<file path="src/rtl/riscv_fetch_pkg.sv">
// Shared types and constants for the instruction fetch stage.
package riscv_fetch_pkg;

   localparam int INST_W  = 32;
   localparam int PC_W    = 64;
   localparam int ENTRY_W = PC_W + INST_W;

   // Fetch sequencer states.
   typedef enum logic [1:0] {
      ST_RUN     = 2'd0,
      ST_WAIT    = 2'd1,
      ST_DISCARD = 2'd2,
      ST_STOPPED = 2'd3
   } fetch_state_e;

   // Clear the byte offset so every fetch address is word aligned.
   function automatic logic [PC_W-1:0] align_pc(input logic [PC_W-1:0] pc);
      return pc & ~64'd3;
   endfunction

endpackage

</file>
<file path="src/rtl/fetch_fifo.sv">
// Synchronous FIFO holding prefetched {pc, inst} entries.
// Flush has priority over push and pop; the head is presented with no bypass.
module fetch_fifo #(
   parameter int WIDTH = 8,
   parameter int DEPTH = 4
) (
   input  logic                       clk,
   input  logic                       reset,
   input  logic                       push,
   input  logic [WIDTH-1:0]           wdata,
   input  logic                       pop,
   input  logic                       flush,
   output logic [WIDTH-1:0]           rdata,
   output logic [$clog2(DEPTH+1)-1:0] count,
   output logic                       full,
   output logic                       empty
);

   localparam int PW = (DEPTH > 1) ? $clog2(DEPTH) : 1;
   localparam int CW = $clog2(DEPTH + 1);

   logic [WIDTH-1:0] mem_r [DEPTH];
   logic [PW-1:0]    wr_ptr_r;
   logic [PW-1:0]    rd_ptr_r;
   logic [CW-1:0]    count_r;
   logic             do_push_s;
   logic             do_pop_s;

   assign full      = (count_r == CW'(DEPTH));
   assign empty     = (count_r == {CW{1'b0}});
   assign do_pop_s  = pop && !empty;
   assign do_push_s = push && (!full || do_pop_s);
   assign rdata     = empty ? {WIDTH{1'b0}} : mem_r[rd_ptr_r];
   assign count     = count_r;

   // Pointer and occupancy bookkeeping; pointers wrap naturally (power-of-two depth).
   always_ff @(posedge clk) begin
      if (reset || flush) begin
         wr_ptr_r <= {PW{1'b0}};
         rd_ptr_r <= {PW{1'b0}};
         count_r  <= {CW{1'b0}};
      end else begin
         if (do_push_s) begin
            wr_ptr_r <= wr_ptr_r + PW'(1);
         end
         if (do_pop_s) begin
            rd_ptr_r <= rd_ptr_r + PW'(1);
         end
         count_r <= count_r + CW'(do_push_s) - CW'(do_pop_s);
      end
   end

   // Entry storage; contents are only meaningful below the count, so no reset.
   always_ff @(posedge clk) begin
      if (do_push_s && !flush && !reset) begin
         mem_r[wr_ptr_r] <= wdata;
      end
   end

endmodule

</file>
<file path="src/rtl/riscv_fetch_unit.sv">
// Instruction fetch stage: owns the fetch PC, keeps at most one request in
// flight to instruction memory and buffers responses for the ID stage.
module riscv_fetch_unit
   import riscv_fetch_pkg::*;
#(
   parameter int          DEPTH    = 4,
   parameter logic [63:0] RESET_PC = 64'h0
) (
   input  logic        clk,
   input  logic        reset,
   output logic        imem_req,
   output logic [63:0] imem_addr,
   input  logic        imem_ready,
   input  logic        imem_rvalid,
   input  logic [31:0] imem_rdata,
   input  logic        redirect,
   input  logic [63:0] redirect_pc,
   input  logic        halt_fetch,
   output logic        id_valid,
   output logic [31:0] id_inst,
   output logic [63:0] id_pc,
   input  logic        id_ready
);

   localparam int CW = $clog2(DEPTH + 1);

   fetch_state_e      state_r;
   fetch_state_e      state_nxt_s;
   logic [PC_W-1:0]   fpc_r;
   logic [PC_W-1:0]   fpc_nxt_s;
   logic              stop_r;
   logic              stop_nxt_s;
   logic              req_s;
   logic              accept_s;
   logic              push_s;
   logic              pop_s;
   logic              flush_s;
   logic [ENTRY_W-1:0] push_data_s;
   logic [ENTRY_W-1:0] fifo_rdata_s;
   logic [CW-1:0]     fifo_count_s;
   logic              fifo_full_s;
   logic              fifo_empty_s;

   // Request only from RUN while a slot is free; nothing is outstanding in RUN.
   always_comb begin
      req_s = 1'b0;
      if (!reset && (state_r == ST_RUN) && (fifo_count_s < CW'(DEPTH))) begin
         req_s = 1'b1;
      end else begin
         req_s = 1'b0;
      end
   end

   assign imem_req    = req_s;
   assign imem_addr   = reset ? {PC_W{1'b0}} : fpc_r;
   assign accept_s    = req_s && imem_ready;
   assign flush_s     = redirect || halt_fetch;
   assign pop_s       = id_valid && id_ready;
   // fpc already advanced past the outstanding request, so its PC is fpc - 4.
   assign push_data_s = {fpc_r - 64'd4, imem_rdata};

   // Next-state, fetch PC and stop flag; halt outranks redirect, both drop any push.
   always_comb begin
      state_nxt_s = state_r;
      fpc_nxt_s   = fpc_r;
      stop_nxt_s  = stop_r;
      push_s      = 1'b0;
      case (state_r)
         ST_RUN: begin
            if (accept_s) begin
               state_nxt_s = ST_WAIT;
               fpc_nxt_s   = fpc_r + 64'd4;
            end else begin
               state_nxt_s = ST_RUN;
            end
         end
         ST_WAIT: begin
            if (imem_rvalid) begin
               push_s      = 1'b1;
               state_nxt_s = ST_RUN;
            end else begin
               state_nxt_s = ST_WAIT;
            end
         end
         ST_DISCARD: begin
            if (imem_rvalid) begin
               state_nxt_s = stop_r ? ST_STOPPED : ST_RUN;
            end else begin
               state_nxt_s = ST_DISCARD;
            end
         end
         ST_STOPPED: begin
            state_nxt_s = ST_STOPPED;
         end
         default: begin
            state_nxt_s = ST_RUN;
         end
      endcase

      if (halt_fetch) begin
         stop_nxt_s = 1'b1;
         push_s     = 1'b0;
         case (state_r)
            ST_RUN:     state_nxt_s = accept_s ? ST_DISCARD : ST_STOPPED;
            ST_WAIT:    state_nxt_s = imem_rvalid ? ST_STOPPED : ST_DISCARD;
            ST_DISCARD: state_nxt_s = imem_rvalid ? ST_STOPPED : ST_DISCARD;
            default:    state_nxt_s = ST_STOPPED;
         endcase
      end else if (redirect) begin
         fpc_nxt_s = align_pc(redirect_pc);
         push_s    = 1'b0;
         case (state_r)
            ST_RUN:  state_nxt_s = accept_s ? ST_DISCARD : ST_RUN;
            ST_WAIT: state_nxt_s = imem_rvalid ? ST_RUN : ST_DISCARD;
            default: state_nxt_s = state_nxt_s;
         endcase
      end else begin
         stop_nxt_s = stop_r;
      end
   end

   // Sequencer state, fetch PC and sticky stop flag.
   always_ff @(posedge clk) begin
      if (reset) begin
         state_r <= ST_RUN;
         fpc_r   <= RESET_PC;
         stop_r  <= 1'b0;
      end else begin
         state_r <= state_nxt_s;
         fpc_r   <= fpc_nxt_s;
         stop_r  <= stop_nxt_s;
      end
   end

   fetch_fifo #(
      .WIDTH (ENTRY_W),
      .DEPTH (DEPTH)
   ) u_fifo (
      .clk   (clk),
      .reset (reset),
      .push  (push_s && !fifo_full_s),
      .wdata (push_data_s),
      .pop   (pop_s),
      .flush (flush_s),
      .rdata (fifo_rdata_s),
      .count (fifo_count_s),
      .full  (fifo_full_s),
      .empty (fifo_empty_s)
   );

   assign id_valid = !fifo_empty_s;
   assign id_inst  = fifo_rdata_s[INST_W-1:0];
   assign id_pc    = fifo_rdata_s[ENTRY_W-1:INST_W];

endmodule

</file>
<file path="config.mk">
export PLATFORM = sky130hd
export DESIGN_NAME = riscv_fetch_unit
export DESIGN_NICKNAME = d
export VERILOG_FILES = /design/src/rtl/riscv_fetch_pkg.sv /design/src/rtl/fetch_fifo.sv /design/src/rtl/riscv_fetch_unit.sv
export SDC_FILE = /design/constraint.sdc
export NUM_CORES = 1
export LEC_CHECK = 0
export ABC_AREA = 1
export BUFFER_PORTS_ARGS = -buffer_cell sky130_fd_sc_hd__buf_2
export CAP_MARGIN = 5
export CORE_ASPECT_RATIO = 0.5
export CORE_MARGIN = 5
export CORE_UTILIZATION = 34
export CTS_BUF_LIST = sky130_fd_sc_hd__clkbuf_4 sky130_fd_sc_hd__clkbuf_8 sky130_fd_sc_hd__clkbuf_16
export CTS_CLUSTER_SIZE = 14
export DETAILED_ROUTE_END_ITERATION = 10
export HOLD_SLACK_MARGIN = 0.03
export PLACE_DENSITY = 0.49
export SLEW_MARGIN = 5
export SYNTH_ARGS = -nofsm -noshare
export SYNTH_HDL_FRONTEND = slang
export SYNTH_SLANG_ARGS = --single-unit
</file>
<file path="constraint.sdc">
create_clock -name clk -period 16.6 [get_ports clk]
set_clock_uncertainty 0.15 [all_clocks]
set_input_delay 3.32 -clock clk [delete_from_list [all_inputs] [get_ports clk]]
set_output_delay 3.32 -clock clk [all_outputs]
set_load 0.02 [all_outputs]
</file>
; ---- After elaboration in Yosys (flattened, before gate mapping)
; Memories as Yosys holds them, arrays and structs flattened. A register that Yosys moved wholly into a read port is not among the register bits.
; Index checks and enable logic that the tools add are counted.
; Widths: inputs -> output; s select.
[classes]
addsub = 6
order_cmp = 1
n_eq_ne = 4
muxes = 28
reduce_logical = 19
[ops]
columns = cell, n
row1 = $mux 64, 5
row2 = $mux 96, 1
row3 = $add 64x3->64 const B, 1
row4 = $sub 64x3->64 const B, 1
row5 = $mux 2, 8
row6 = $mux 1, 11
row7 = $logic_and 1x1->1, 9
row8 = $pmux 2 s4, 1
row9 = $add 2x1->2 const B, 2
row10 = $eq 2x2->1 const B, 2
row11 = $logic_not 1->1, 4
row12 = $pmux 2 s2, 1
row13 = $add 3x1->3, 1
row14 = $eq 3x3->1 const B, 1
row15 = $logic_not 3->1, 1
row16 = $logic_or 1x1->1, 3
row17 = $lt 3x3->1 const B, 1
row18 = $sub 3x1->3, 1
row19 = $eq 2x1->1 const B, 1
row20 = $logic_not 2->1, 1
row21 = $pmux 1 s2, 1
row22 = $reduce_or 2->1, 1
[totals]
reg_bits = 74
mem_bits_rw = 384
input_bits = 103
output_inout_bits = 162
n_memories = 1
[mem_list]
columns = name, depth, width, rd, rd_clocked_by_memory_dff, wr, line
row1 = u_fifo.mem_r, 4, 96, 1, 1, 1, fetch_fifo.sv:22  ; logic [WIDTH-1:0] mem_r [DEPTH];

; ---- Longest topological paths before layout
[logic_depth]
depth_word = 10
depth_mapped = 14

; ---- Modules after synthesis
; From an unflattened synthesis, not the netlist that was laid out.
[unflattened]
hier_cells = 2492
hier_area_um2 = 22406.5
[by_module_without_submodules]
columns = mod, n_inst, cells_each, area_per_inst_um2
row1 = fetch_fifo, 1, 1203, 15307.2
row2 = riscv_fetch_unit, 1, 1289, 7099.3

; ---- Worst setup path before layout
; OpenSTA, ideal clock, no wires.
[synth_path]
path_kind = input-to-reg
start = input reset
end = memory u_fifo.mem_r[0][0] in the netlist's numbering (enable)
setup_ns = 0.547
t_arrival_ns = 7.935
required_time_ns = 15.903
slack_ns = 7.968
path_stages = 5
path_cell_list = inv_1 > clkbuf_1 > buf_1 > nand2_1 > nor2_1
[synth_via]
elab_chain_cells = 4
[synth_rtl]
columns = item, line
row1 = start: declaration, riscv_fetch_unit.sv:10  ; input logic reset,
row2 = $logic_not 1->1, fetch_fifo.sv:55  ; if (do_push_s && !flush && !reset) begin
row3 = $logic_and 1x1->1, fetch_fifo.sv:55
row4 = $mux 1, fetch_fifo.sv:55
row5 = $mux 1 (not written as such), fetch_fifo.sv:56  ; mem_r[wr_ptr_r] <= wdata;
row6 = end: declaration, fetch_fifo.sv:22
; Every way passes these cells.

; ---- Final worst setup path
[layout_path]
start = input reset
end = output imem_addr[44]
[layout_via]
elab_chain_cells = 1
[layout_rtl]
columns = item, line
row1 = $mux 64, riscv_fetch_unit.sv:55  ; assign imem_addr = reset ? {PC_W{1'b0}} : fpc_r;
row2 = end: declaration, riscv_fetch_unit.sv:12  ; output logic [63:0] imem_addr,
; Every way passes these cells.

==> flow_summary.ini <==
[setup_path]
r2r_cells = 8
r2r_start = state_r[1]$_SDFF_PP0_
critPathMostFrequentCell = buf_2
path_buf_inv = 3
crit_type = in2out
rr_endpoint = u_fifo.mem_r[1][12]$_DFFE_PP_
end_kind = output port
crit_path_start_kind = input pin
worstPathMaxFanout = 65
worst_path_max_delay_cell = buf_4
critPathMaxStageDelay_ns = 0.52
critPathArrivalTime_ns = 4.28
crit_family = buffers and inverters
worstPathCellList = buf_2, buf_4, nor2_1, buf_2
critPathRequiredTime_ns = 13.13
reg2reg_slack_ns = 12.82
startpoint = reset

[synthesis]
ys.flop_type = edfxtp_1
synth-edff-count = 376
yosysTopAreaCellShare_pct = 51.3
synth-seq-cells = 450
ys_seq_area_share_pct = 58.0
yosysWarnings = 0
muxShareOfSynthArea_pct = 0
synth-simple-area-share_pct = 22.2
syn_avg_cell_area_um2 = 8.89
synth_top_family_by_area = simple AND/OR/NAND/NOR gates
synth_cells = 2476
synth.area.top_cells = edfxtp_1 (51%), nor2_1 (11%), dfxtp_1 (6.7%)
async_flop_share_pct = 0
synthXorXnorAreaFrac_pct = 3.02
yosys.area.top_type = edfxtp_1
yosys.area_share.adder_pct = 0.829
netlist_area_um2 = 22000
yosys.cell_types.count = 41
synth_compound_area_share_pct = 9.49

[final_layout]
layout-drive-gt1-share_pct = 15.2
diodes = 0
nNetsFinal = 2789
final_area_um2 = 25600
nFillCells = 6518
utilization_pct = 39.6
syn_to_final_growth_pct = 16.1

[floorplanning]
die_w_um = 370
core_um2 = 64600
rows = 66
die_h_um = 190
initial_core_util_pct = 34.1
ios = 265
dieArea_um2 = 70300

[place]
place_ws_ns = 8.80
port_buffers = 258
hpwl_mm = 45.9
finalWeightedCongestion = 0.888
postPlaceCellArea_um2 = 24000

[run_status]
outcome = completed

[detailed_routing]
remaining_drc_errors = 0
routedWlPerCell_um = 18.9
first_pass_iters = 5
routed-via-count = 17181
postRouteAntennaNets = 0
wl_mm = 67.9
post_drt_via_cell_ratio = 4.78
drt_iter0_markers = 1130

[power]
ir_drop_mv = 0.0664
finalPower_mw = 2.54
p_leak_nw = 10.2
p_per_area_nw_per_um2 = 99.2

[clock_tree]
postCtsSetupBuffers = 0
numCtsBuffers = 45
cts_resized = 0
ctsHtreeMaxLevel = 2
cts.sinks = 450
clk_pin_slew_ns = 0.06
cts.path.max_buffers = 3
clock_latency_ns = 0.59
cts_tree = yes
hold_buffers = 0
cts_root_buffer = clkbuf_16

[sta]
fmax_mhz = 129
fin_crit_ns = 7.75
setup_tns_ns = 0
grt_setup_unrepaired = false
setup_slack_ns = 8.85
finalCritPeriodShare_pct = 46.7
finalSetupViolCount = 0
worstMarginPinSlew_ns = 1.17
max_slew_margin_pct = 21.8
drv_slew = 0
hold_viol_final = 0

[grt]
track_usage_pct = 18.9
gr-usage-met3_pct = 3.04
grt_max_degree = 117
grt_use_met1_pct = 25.6
grt-ovfl-total = 0
grt_pass1_wl_mm = 101
gr-usage-met2_pct = 31.4
grt_pass1_vias = 16831
antenna_found_initial = 1
grt_busiest_layer = met2

[min_path]
hold_class = reg2reg
min_delay_path_depth = 2
min_to = stop_r$_SDFFE_PP0P_
worstHoldStart = stop_r$_SDFFE_PP0P_

[flow_run]
drv_cap = 0
[placed cells by master, fill, tap and decap left out, drive strengths merged, types with 2 or more instances in the layout]
master	netlist	layout
a21oi	107	107
and2	7	7
buf	55	278
bufinv	0	6
clkbuf	77	57
clkinv	0	18
clkinvlp	0	2
conb	1	4
dfxtp	74	74
edfxtp	376	376
ha	13	13
inv	217	218
nand2	334	334
nand3	83	83
nand3b	2	2
nand4	26	26
nor2	701	701
nor3	20	20
nor3b	5	5
nor4	3	3
o211ai	2	2
o21ai	266	266
o21bai	22	22
o221ai	2	2
or2	3	3
xor2	76	76
[cells by family (layout without fill, tap and decap cells)]
logic type	after synthesis	after routing
compound gates	402	402
xor+xnor	76	76
fa+ha+maj	14	14
buf+inv	349	579
flops	450	450
other cells	1	4
simple gates	1184	1184
[worst max-delay path by stage]
stage	cells past startpoint	to	slack (ns)
2_1_floorplan	5	u_fifo.mem_r[0][0]$_DFFE_PP_	7.97
3_3_place_gp	6	imem_req	8.81
3_5_place_dp	6	imem_req	8.80
4_1_cts	6	imem_req	8.80
5_1_grt	6	imem_req	8.73
6_report	4	imem_addr[44]	8.85
[where the power goes]
| part | internal [mW] | total [mW] | switching, mW |
|---|---|---|---|
| Combinational | 0.0536 | 0.192 | 0.139 |
| Clock | 0.625 | 1.07 | 0.449 |
| Sequential | 1.24 | 1.27 | 0.0254 |
[worst reg2reg max path, cell delays in order (launching register included)]
cell and delay (ns):
dfxtp_1 0.33, inv_1 0.11, ha_1 0.30, o2111ai_1 0.32, inv_1 0.22, nand2_1 0.25, nor2_4 0.37, buf_4 0.48
buf_4 0.83
[Yosys cell counts, types with 5 or more instances]
cell type / count
nor2_1: 671
ha_1: 13
clkbuf_1: 72
nor2_2: 22
buf_4: 6
edfxtp_1: 376
nand2_1: 325
buf_1: 16
and2_1: 7
nor2_4: 8
buf_6: 6
nand4_1: 25
o21ai_1: 18
buf_2: 27
inv_1: 216
nor3b_1: 5
nor3_1: 18
o21ai_0: 248
dfxtp_1: 74
nand2_2: 5
o21bai_1: 22
xor2_1: 76
a21oi_1: 107
nand3_1: 82
clkbuf_2: 5
[routing by layer]
layer	wire length [um]	part of all wire (%)
met5	0	0
met4	2030	3.0
met3	3010	4.4
met2	31500	46
met1	31400	46
[per-stage QoR]
| step | instances | hold WS (ns) |
|---|---|---|
| global placement | 3509 | 0.332 |
| detailed placement | 3509 | 0.346 |
| finish | 3593 | 0.360 |
| floorplan | 2479 | 0.309 |
| CTS | 3593 | 0.362 |
| global route | 3593 | 0.382 |
[final cells by class]
type | count | area (um2) | area share, %
clock buffer | 57 | 1230 | 4.82
clock inverter | 27 | 315 | 1.23
inverter | 217 | 820 | 3.20
multi-input combinational | 1680 | 7880 | 30.8
sequential | 450 | 12800 | 50.0
tap | 884 | 1110 | 4.33
timing repair buffer | 278 | 1440 | 5.64
[sequential cells by signal, indices dropped and copies added, names as in the netlist, named ones only]
register	flops
u_fifo.wr_ptr_r	2
u_fifo.rd_ptr_r	2
u_fifo.mem_r	376
stop_r	1
u_fifo.count	3
fpc_r	62
state_r	2
Note: power is estimated with default switching activity, not from simulation.
